[src/rtl/ifu_fetch.sv]
// Instruction fetch unit: issues one instruction-memory read at a time and hands
// each returned word to decode with its PC. Execute then supplies the next PC.
module ifu_fetch #(
    parameter logic [31:0] RESET_PC = 32'h8000_0000
) (
    input  logic        clk,
    input  logic        rst,
    output logic        mem_req_valid,
    input  logic        mem_req_ready,
    output logic [31:0] mem_req_addr,
    input  logic        mem_rsp_valid,
    input  logic [31:0] mem_rsp_data,
    output logic        inst_valid,
    input  logic        inst_ready,
    output logic [31:0] inst,
    output logic [31:0] inst_pc,
    input  logic        next_pc_valid,
    input  logic [31:0] next_pc,
    output logic        fetch_err,
    output logic [31:0] fetch_cnt
);

    localparam int unsigned XLEN = 32;

    typedef enum logic [4:0] {
        S_REQ  = 5'b00001,
        S_WAIT = 5'b00010,
        S_OUT  = 5'b00100,
        S_NPC  = 5'b01000,
        S_ERR  = 5'b10000
    } state_t;

    state_t          state;
    state_t          state_next;
    logic [XLEN-1:0] pc;
    logic [XLEN-1:0] cnt;
    logic            capture;
    logic            pc_load;
    logic            handshake;
    logic            misaligned;

    assign misaligned   = |next_pc[1:0];
    assign mem_req_addr = pc;
    assign fetch_cnt    = cnt;

    // State register
    always_ff @(posedge clk or negedge rst) begin
        if (!rst) begin
            state <= S_REQ;
        end else begin
            state <= state_next;
        end
    end

    // Next-state and datapath strobes
    always_comb begin
        state_next = state;
        capture    = 1'b0;
        pc_load    = 1'b0;
        handshake  = 1'b0;
        case (state)
            S_REQ: begin
                if (mem_req_valid && mem_req_ready) begin
                    state_next = S_WAIT;
                end
            end
            S_WAIT: begin
                if (mem_rsp_valid) begin
                    capture    = 1'b1;
                    state_next = S_OUT;
                end
            end
            S_OUT: begin
                if (inst_valid && inst_ready) begin
                    handshake = 1'b1;
                    if (next_pc_valid) begin
                        pc_load    = 1'b1;
                        state_next = misaligned ? S_ERR : S_REQ;
                    end else begin
                        state_next = S_NPC;
                    end
                end
            end
            S_NPC: begin
                if (next_pc_valid) begin
                    pc_load    = 1'b1;
                    state_next = misaligned ? S_ERR : S_REQ;
                end
            end
            S_ERR: begin
                state_next = S_ERR;
            end
            default: begin
                state_next = S_REQ;
            end
        endcase
    end

    // Valids are registered from the next state; the request valid being low in
    // reset also keeps the first accept from happening before it is visible.
    always_ff @(posedge clk or negedge rst) begin
        if (!rst) begin
            pc            <= RESET_PC;
            inst          <= '0;
            inst_pc       <= '0;
            inst_valid    <= 1'b0;
            mem_req_valid <= 1'b0;
            fetch_err     <= 1'b0;
            cnt           <= '0;
        end else begin
            mem_req_valid <= (state_next == S_REQ);
            inst_valid    <= (state_next == S_OUT);
            if (capture) begin
                inst    <= mem_rsp_data;
                inst_pc <= pc;
            end
            if (pc_load) begin
                pc <= next_pc;
                if (misaligned) begin
                    fetch_err <= 1'b1;
                end
            end
            if (handshake) begin
                cnt <= cnt + XLEN'(1);
            end
        end
    end

endmodule

[config.mk]
export PLATFORM = sky130hd
export DESIGN_NAME = ifu_fetch
export DESIGN_NICKNAME = d
export VERILOG_FILES = /design/src/rtl/ifu_fetch.sv
export SDC_FILE = /design/constraint.sdc
export NUM_CORES = 1
export LEC_CHECK = 0
export CORE_UTILIZATION = 47
export CTS_CLUSTER_DIAMETER = 40
export CTS_CLUSTER_SIZE = 25
export DETAILED_ROUTE_END_ITERATION = 12
export PLACE_DENSITY = 0.84
export SYNTH_ARGS = -nofsm -noshare
export SYNTH_HDL_FRONTEND = slang
export SYNTH_SLANG_ARGS = --single-unit
[constraint.sdc]
create_clock -name clk -period 6.32 [get_ports clk]
set_input_delay 0.632 -clock clk [delete_from_list [all_inputs] [get_ports clk]]
set_output_delay 0.632 -clock clk [all_outputs]
set_load 0.01 [all_outputs]
Word level (Yosys, flattened, before mapping) --
Index checks and enable logic that the tools add are counted.
Cells by class: $add $sub $neg 1, equality and inequality tests 7, mux-type cells 14, reductions and logical operators 4
Operators by type and width (number):
- adder 32 x 1 -> 32 bit, second input constant | 1
- two-way mux 5 bit | 6
- case mux 5 bit (5 select lines) | 1
- == test 5 x 1 -> 1 bit, second input constant | 2
- == test 5 x 3 -> 1 bit, second input constant | 2
- two-way mux 1 bit | 6
- == test 5 x 2 -> 1 bit, second input constant | 1
- == test 5 x 4 -> 1 bit, second input constant | 1
- == test 5 bit, second input constant | 1
- logical AND 1 bit | 2
- case mux 1 bit (2 select lines) | 1
- AND reduction 2 bit | 1
- OR reduction 2 bit | 1
Storage, ports and cells: bits in registers 136, input bits 70, output and inout port bits 131, word-level logic and storage cells 34

Depth between registers and ports, before layout --
Gate-level depths: netlist of the first run.
depth after elaboration 6, depth in mapped cells 8, gate-level depth less buffers 5

Worst setup path after synthesis of the first run --
Ideal clock, no wire load.
path kind reg2reg, start register state[0], end register inst[0], library setup time 0.125 ns, arrival 1.854 ns, data required time 6.195 ns, slack 4.341 ns, cell stages (with the launch flop) 7, path buffers 3, period minus slack after synthesis 1.979 ns, cells stage by stage dfstp_2 > buf_2 > nor2_1 > nand4_1 > clkbuf_1 > clkbuf_1 > mux2_2
Between the ends: word-level cells in the longest chain between the ends 2
Ends and longest elaborated chain:
- from (decl) | line 33 | state_t state;
- from (signal assigned) | line 51 | state <= state_next;
- == test 5 x 2 -> 1 bit | line 61 | case (state)
- two-way mux 1 bit | line 61
- to (signal assigned) | line 114 | inst <= mem_rsp_data;
- to (decl) | line 15 | output logic [31:0] inst,
Every way passes these cells. A chain may end at the register's enable or synchronous reset.

Worst setup path after layout of the first run --
start register state[0], end register pc[12] (netlist: mem_req_addr[12])
Between the ends: word-level cells in the longest chain between the ends 2, elaborated cells on any way between the ends 3, those cells by class eq/ne: 2; mux: 1
Ends and longest elaborated chain:
- == test 5 x 4 -> 1 bit or == test 5 x 3 -> 1 bit (tied branches) | line 61
- case mux 1 bit (2 select lines) (*) | line 61
- to (signal assigned) | line 118 | pc <= next_pc;
- to (decl) | line 35 | logic [XLEN-1:0] pc;
Every way passes the cells marked *; elsewhere a longest branch is shown, timed or not.

==> metrics.txt, run 1 <==
worst slack at placement ~3600 ps; register-to-register setup slack approximately 3800 ps; Yosys top cell by area dfrtp_1; outcome finished clean; initial core utilization between 40% and 50%; fill cell total of the finished layout roughly 800; core box area ~11000 µm²; length of the first detailed-routing pass in iterations 4; floorplan die area approximately 12000 µm²; Tot Pwr about 2600 µW; maximum number of pins on one net before global-route repair 70; post-route non-filler standard cell count 745; Post-DP HPWL roughly 9000 µm; IR drop worst, VDD 0.247 mV; count of hold buffers inserted by post-cts repair 0; Buffers on Ports 200; classification of the worst-slack hold path primary input to asynchronous set/reset pin; via-per-instance ratio between 5 and 6; Comb pwr share a little under a quarter; later-pin clock latency in the skew report 420 ps; clock transition at the registers of the reported paths about 50 ps; setup clock skew after layout 6.17 ps; Worst Slack Setup Final 3820 ps; Least-Margin Pin Slew approximately 1100 ps; maximum fanout count along the critical path 34; Avg Inst Size Synth 14.5 µm²; leftover overflow at the end of global routing 0; level count of the clock H-tree 4; floorplan row count 39; TritonCTS clock tree yes; average detailed-routed wire length per instance between 15 and 20 µm; unrepaired setup endpoints after global routing no; number of antenna violations at the first check in global routing 0; number of remaining DRC errors 0; Nets 660; final weighted congestion in routability-driven placement 0.793; crit path capture type flop; data arrival time of the critical path between 2000 and 3000 ps; antenna-violating nets left 0; total count of hold-check failures in the final report 0; share of the core filled with cells between 70% and 80%; Iter 0 DRT Violations roughly 130; total power density per cell area ~320 nW/µm²; number of instances in the synthesized netlist 383; share of total power in sequential cells about two fifths; Tot GR Track Use 22.8%; antenna fix cells 0; postcts setup bufs 0; number of nets in the synthesized netlist between 400 and 500; launching element type of the critical path flop; most common library cell in the layout ignoring fill and taps clkdlybuf4s50_1; leakage component of the power 0.00376 µW; number of distinct standard cells referenced by the synthesized netlist 37; NetSw ~660 µW; shortest clock period the worst path allows after layout about 2500 ps; switching share of total power roughly 25%; max_cap viols 0; cell count after placement 713; Post-CTS Resized 0; share of the cycle needed by the critical path after routing between 30% and 40%; Post-synth top flop dfrtp_1; cell area after synthesis 5550 µm²; via count of the first global-routing pass between 4000 and 5000; total detailed-routing wirelength between 10000 and 15000 µm; area added between synthesis and finish 48.1%; Setup Viol. Count Final 0; Worst slew margin roughly 25%; Horiz. Die Dim 111 µm; Yosys top cell area share between 60% and 70%; part of the Yosys area used for sequential elements 61.3%; I/O pin total approximately 200; post-route setup TNS 0 ps; proportion of synthesized flip-flops having asynchronous set or reset 100%; flip-flop and latch count after synthesis approximately 140; FMAX 0.400 GHz; internal power 1970 µW; most frequent cells in the layout clkdlybuf4s50_1 (199), dfrtp_1 (134), mux2_2 (97); layout cell share with drive strength beyond 1 between 20% and 30%; number of sinks handled by clock tree synthesis 136; Pins Over Slew Limit 0; wire length of the first global-routing pass approximately 22000 µm; count of yosys warnings during synthesis 0; Root Driver clkbuf_16; number of buffers created by CTS 17; Worst Path Class, Setup flop to flop; number of enable flip-flop cells after synthesis 0; Chip Height about 110 µm; main area contributors after synthesis dfrtp_1 (60%), mux2_2 (20%), xnor2_1 (2.8%); via count of the routed design about 3800; data required time at the worst endpoint roughly 6600 ps; maximum buffer depth of the clock tree 2; clock network power share 36.1%
synth_stat cells (all sizes together) (3+ instances only):
cell type,instances
dfrtp,134
mux2,97
xnor2,18
xor2,14
buf,12
nand2,12
nand3,11
nor3,11
nor2,10
nand4,9
and3,7
inv,6
nor4,6
and4,5
o21ai,5
clkbuf,4
nor4b,3
stage by stage:
stage,area [µm²],hold WS (ps)
floorplan,5550,336
global placement,7660,455
detailed placement,7660,465
CTS,8230,235
global route,8230,277
finish,8230,223
power groups by stage:
stage               logic (µW)  clock network [µW]  registers [µW]
floorplan                  207                   0            1140
global placement           585                   0            1090
detailed placement         599                   0            1100
CTS                        602                 964            1090
global route               634                1000            1100
finish                     594                 948            1090
critical path, cell delays in order (launching register included):
cell and delay (ps):
dfstp_2 620, nand2b_1 310, nor3_4 120, o21ai_4 870, mux2_2 440
final timing paths:
check / start / to / depth (start not counted)
worst max-delay path: state[0]$_DFF_PN1_ / mem_req_addr[12]$_DFFE_PN0N_ / 4
worst min-delay path: rst / fetch_cnt[14]$_DFFE_PN0P_ / 1
worst max register to register: state[0]$_DFF_PN1_ / mem_req_addr[12]$_DFFE_PN0N_ / 4
worst min register to register: fetch_cnt[31]$_DFFE_PN0P_ / fetch_cnt[31]$_DFFE_PN0P_ / 1
max in group asynchronous: rst / inst_pc[11]$_DFFE_PN0P_ / 2
min in group clk: fetch_cnt[31]$_DFFE_PN0P_ / fetch_cnt[31]$_DFFE_PN0P_ / 1
area by class of cell:
class                      count  area [µm²]  area share [%]
sequential                   136        3410            41.4
multi-input combinational    225        2030            24.6
timing repair buffer         203        2030            24.6
clock buffer                  23         468            5.69
tap                          143         179            2.17
clock inverter                 9         100            1.22
inverter                       6        22.5           0.274
kinds of logic after synthesis:
group           after synthesis  share of synthesized area (%)
flops                       136                           61.3
mux                          98                           19.8
simple gates                 81                           9.69
xor+xnor                     32                           5.05
buf+inv                      22                           2.34
compound gates               13                           1.53
fa+ha+maj                     1                          0.225
metal layers:
metal  vias to the layer above  track usage, %  routed length, µm
met5                         -               0                  0
met4                         0            9.78                269
met3                        25            9.40               1200
met2                       154            38.2               6610
met1                      1910            25.6               5160
li1                       1759               -                  -
sequential cells by signal, summed over array words and instances (netlist names):
name           flops
fetch_cnt         32
fetch_err          1
inst              32
mem_req_addr      32
mem_req_valid      1
state              5
inst_valid         1
inst_pc           32
(Power assumes the default switching activity.)
==> inputs of run 2 (changes only) <==
- CORE_UTILIZATION: 47 -> 45
- PLACE_DENSITY: 0.84 -> 0.81
- clock period: 6.32 -> 2.55 ns (I/O delays scaled with it)
==> metrics.txt, run 2 (synthesis results as in run 1) <==
outcome finished clean; total count of hold-check failures in the final report 0; post-route non-filler standard cell count 754; TritonCTS clock tree yes; Worst slew margin 49.0%; Worst Path Class, Setup flop to flop; maximum fanout count along the critical path 15; maximum number of pins on one net before global-route repair approximately 60; FMAX about 0.45 GHz; reg-to-reg endpoint fetch_cnt[28]$_DFFE_PN0P_; placed cell areas between 7000 and 8000 µm²; Worst Slack Setup Final approximately 340 ps; share of total power in sequential cells between 30% and 40%; Root Driver clkbuf_16; cell count after placement 721; reg2reg start state[1]$_DFF_PN0_; unrepaired setup endpoints after global routing no; initial core utilization between 40% and 50%; r2r worst-path depth 4; switching share of total power around 25%; Critical path buffers and inverters 0; total detailed-routing wirelength 13400 µm; most frequent cells in the layout clkdlybuf4s50_1 (199), dfrtp_1 (134), mux2_2 (97); antenna-violating nets left 0; wire length of the first global-routing pass between 20000 and 25000 µm; NetSw roughly 1700 µW; level count of the clock H-tree 4; via count of the first global-routing pass 4325; crit path capture type flop; final weighted congestion in routability-driven placement 0.811; antenna fix cells 0; number of antenna violations at the first check in global routing 0; cell chain of the critical path or3_1 -> or3_1 -> nor4_2 -> xor2_1; floorplan row count 40; Nets ~670; fill cell total of the finished layout around 850; Pins Over Slew Limit 0; max_cap viols 0; share of the cycle needed by the critical path after routing between 80 and 90%; Iter 0 DRT Violations 158; classification of the worst-slack hold path primary input to asynchronous set/reset pin; register-to-register setup slack 340 ps; post-layout instance area between 8000 and 9000 µm²; via-per-instance ratio ~5.2; Least-Margin Pin Slew ~760 ps; number of remaining DRC errors 0; Buffers on Ports 200; I/O pin total between 200 and 250; Chip Height between 100 and 150 µm; Horiz. Die Dim around 110 µm; internal power between 5000 and 6000 µW; layout cell share with drive strength beyond 1 25.5%; Tot GR Track Use between 20% and 30%; data arrival time of the critical path 2540 ps; number of sinks handled by clock tree synthesis 136; delay of the slowest critical-path stage roughly 680 ps; via count of the routed design 3926; total power density per cell area approximately 810 nW/µm²; clock transition at the registers of the reported paths about 60 ps; most common library cell in the layout ignoring fill and taps clkdlybuf4s50_1; shortest clock period the worst path allows after layout 2210 ps; Comb pwr share between 20 and 25%; IR drop worst, VDD 0.511 mV; launching element type of the critical path flop; clock network power share a little under two fifths; leftover overflow at the end of global routing 0; floorplan die area 12800 µm²; Post-DP HPWL between 9000 and 10000 µm; worst slack at placement about 330 ps; data required time at the worst endpoint about 2900 ps; minimum hold slack around 350 ps; cell with the most instances on the worst path or3_1; later-pin clock latency in the skew report 420 ps; setup clock skew after layout 7.66 ps; CP top delay family simple AND/OR/NAND/NOR gates; leakage component of the power 0.00381 µW; area added between synthesis and finish 50.3%; slowest stage cell, crit path or3_1; core box area around 12000 µm²; Setup Viol. Count Final 0; average detailed-routed wire length per instance 17.8 µm; length of the first detailed-routing pass in iterations 4; maximum buffer depth of the clock tree 2; number of buffers created by CTS 17; post-route setup TNS 0 ps
run 2: cell types whose count changed in the layout (fill, tap and decap cells not counted), sizes merged:
cell,before,now
clkbuf,23,20
clkinvlp,2,4
bufinv,2,4
dlygate4sd3,0,1
buf,4,8
clkinv,5,4
run 2: power by group through the flow:
stage / clock [µW] / combinational (µW) / sequential, µW
6_report: 2590 / 1490 / 2690
5_1_grt: 2710 / 1590 / 2730
4_1_cts: 2640 / 1510 / 2690
3_5_place_dp: 0 / 1500 / 2730
3_3_place_gp: 0 / 1470 / 2700
2_1_floorplan: 0 / 514 / 2830
run 2: how the worst max path moves through the flow:
| stage | startpoint | end | slack (ps) | cells after the start |
|---|---|---|---|---|
| finish | state[1]$_DFF_PN0_ | fetch_cnt[28]$_DFFE_PN0P_ | 340 | 4 |
| CTS | state[1]$_DFF_PN0_ | fetch_cnt[28]$_DFFE_PN0P_ | 340 | 4 |
| global placement | inst_ready | fetch_cnt[28]$_DFFE_PN0P_ | 380 | 5 |
| global route | state[1]$_DFF_PN0_ | fetch_cnt[15]$_DFFE_PN0P_ | 230 | 5 |
| detailed placement | inst_ready | fetch_cnt[28]$_DFFE_PN0P_ | 330 | 5 |
| floorplan | state[0]$_DFF_PN1_ | inst[0]$_DFFE_PN0P_ | 570 | 6 |
run 2: through the flow:
stage          utilization, %  power, µW
2_1_floorplan               -       3340
3_3_place_gp             64.2       4170
3_5_place_dp             64.2       4230
4_1_cts                  69.5       6840
5_1_grt                  69.5       7030
6_report                 69.5       6770
run 2: routing by layer:
layer	part of all wire (%)	routed length [µm]	global-route usage (%)	up-vias
li1	-	-	-	1773
met1	39	5210	24.5	1967
met2	51	6760	37.2	169
met3	8.8	1170	9.43	17
met4	1.8	243	9.91	0
met5	0	0	0	-
run 2: area by class of cell:
cell class                      instances  area (µm²)  share of cell area (%)
Timing Repair Buffer                  208        2080                    24.9
Clock buffer                           20         457                    5.47
Clock inverter                         12         174                    2.08
Sequential cell                       136        3410                    40.8
Tap cell                              147         184                    2.20
Inverter                                6        22.5                   0.270
Multi-Input combinational cell        225        2030                    24.3
run 2: timing repair:
action                                 in CTS  in global routing
hold buffers                                1                  0
endpoints found under the hold margin      43                  0
buffers inserted                            0                  0
gates resized for setup                     0                  0
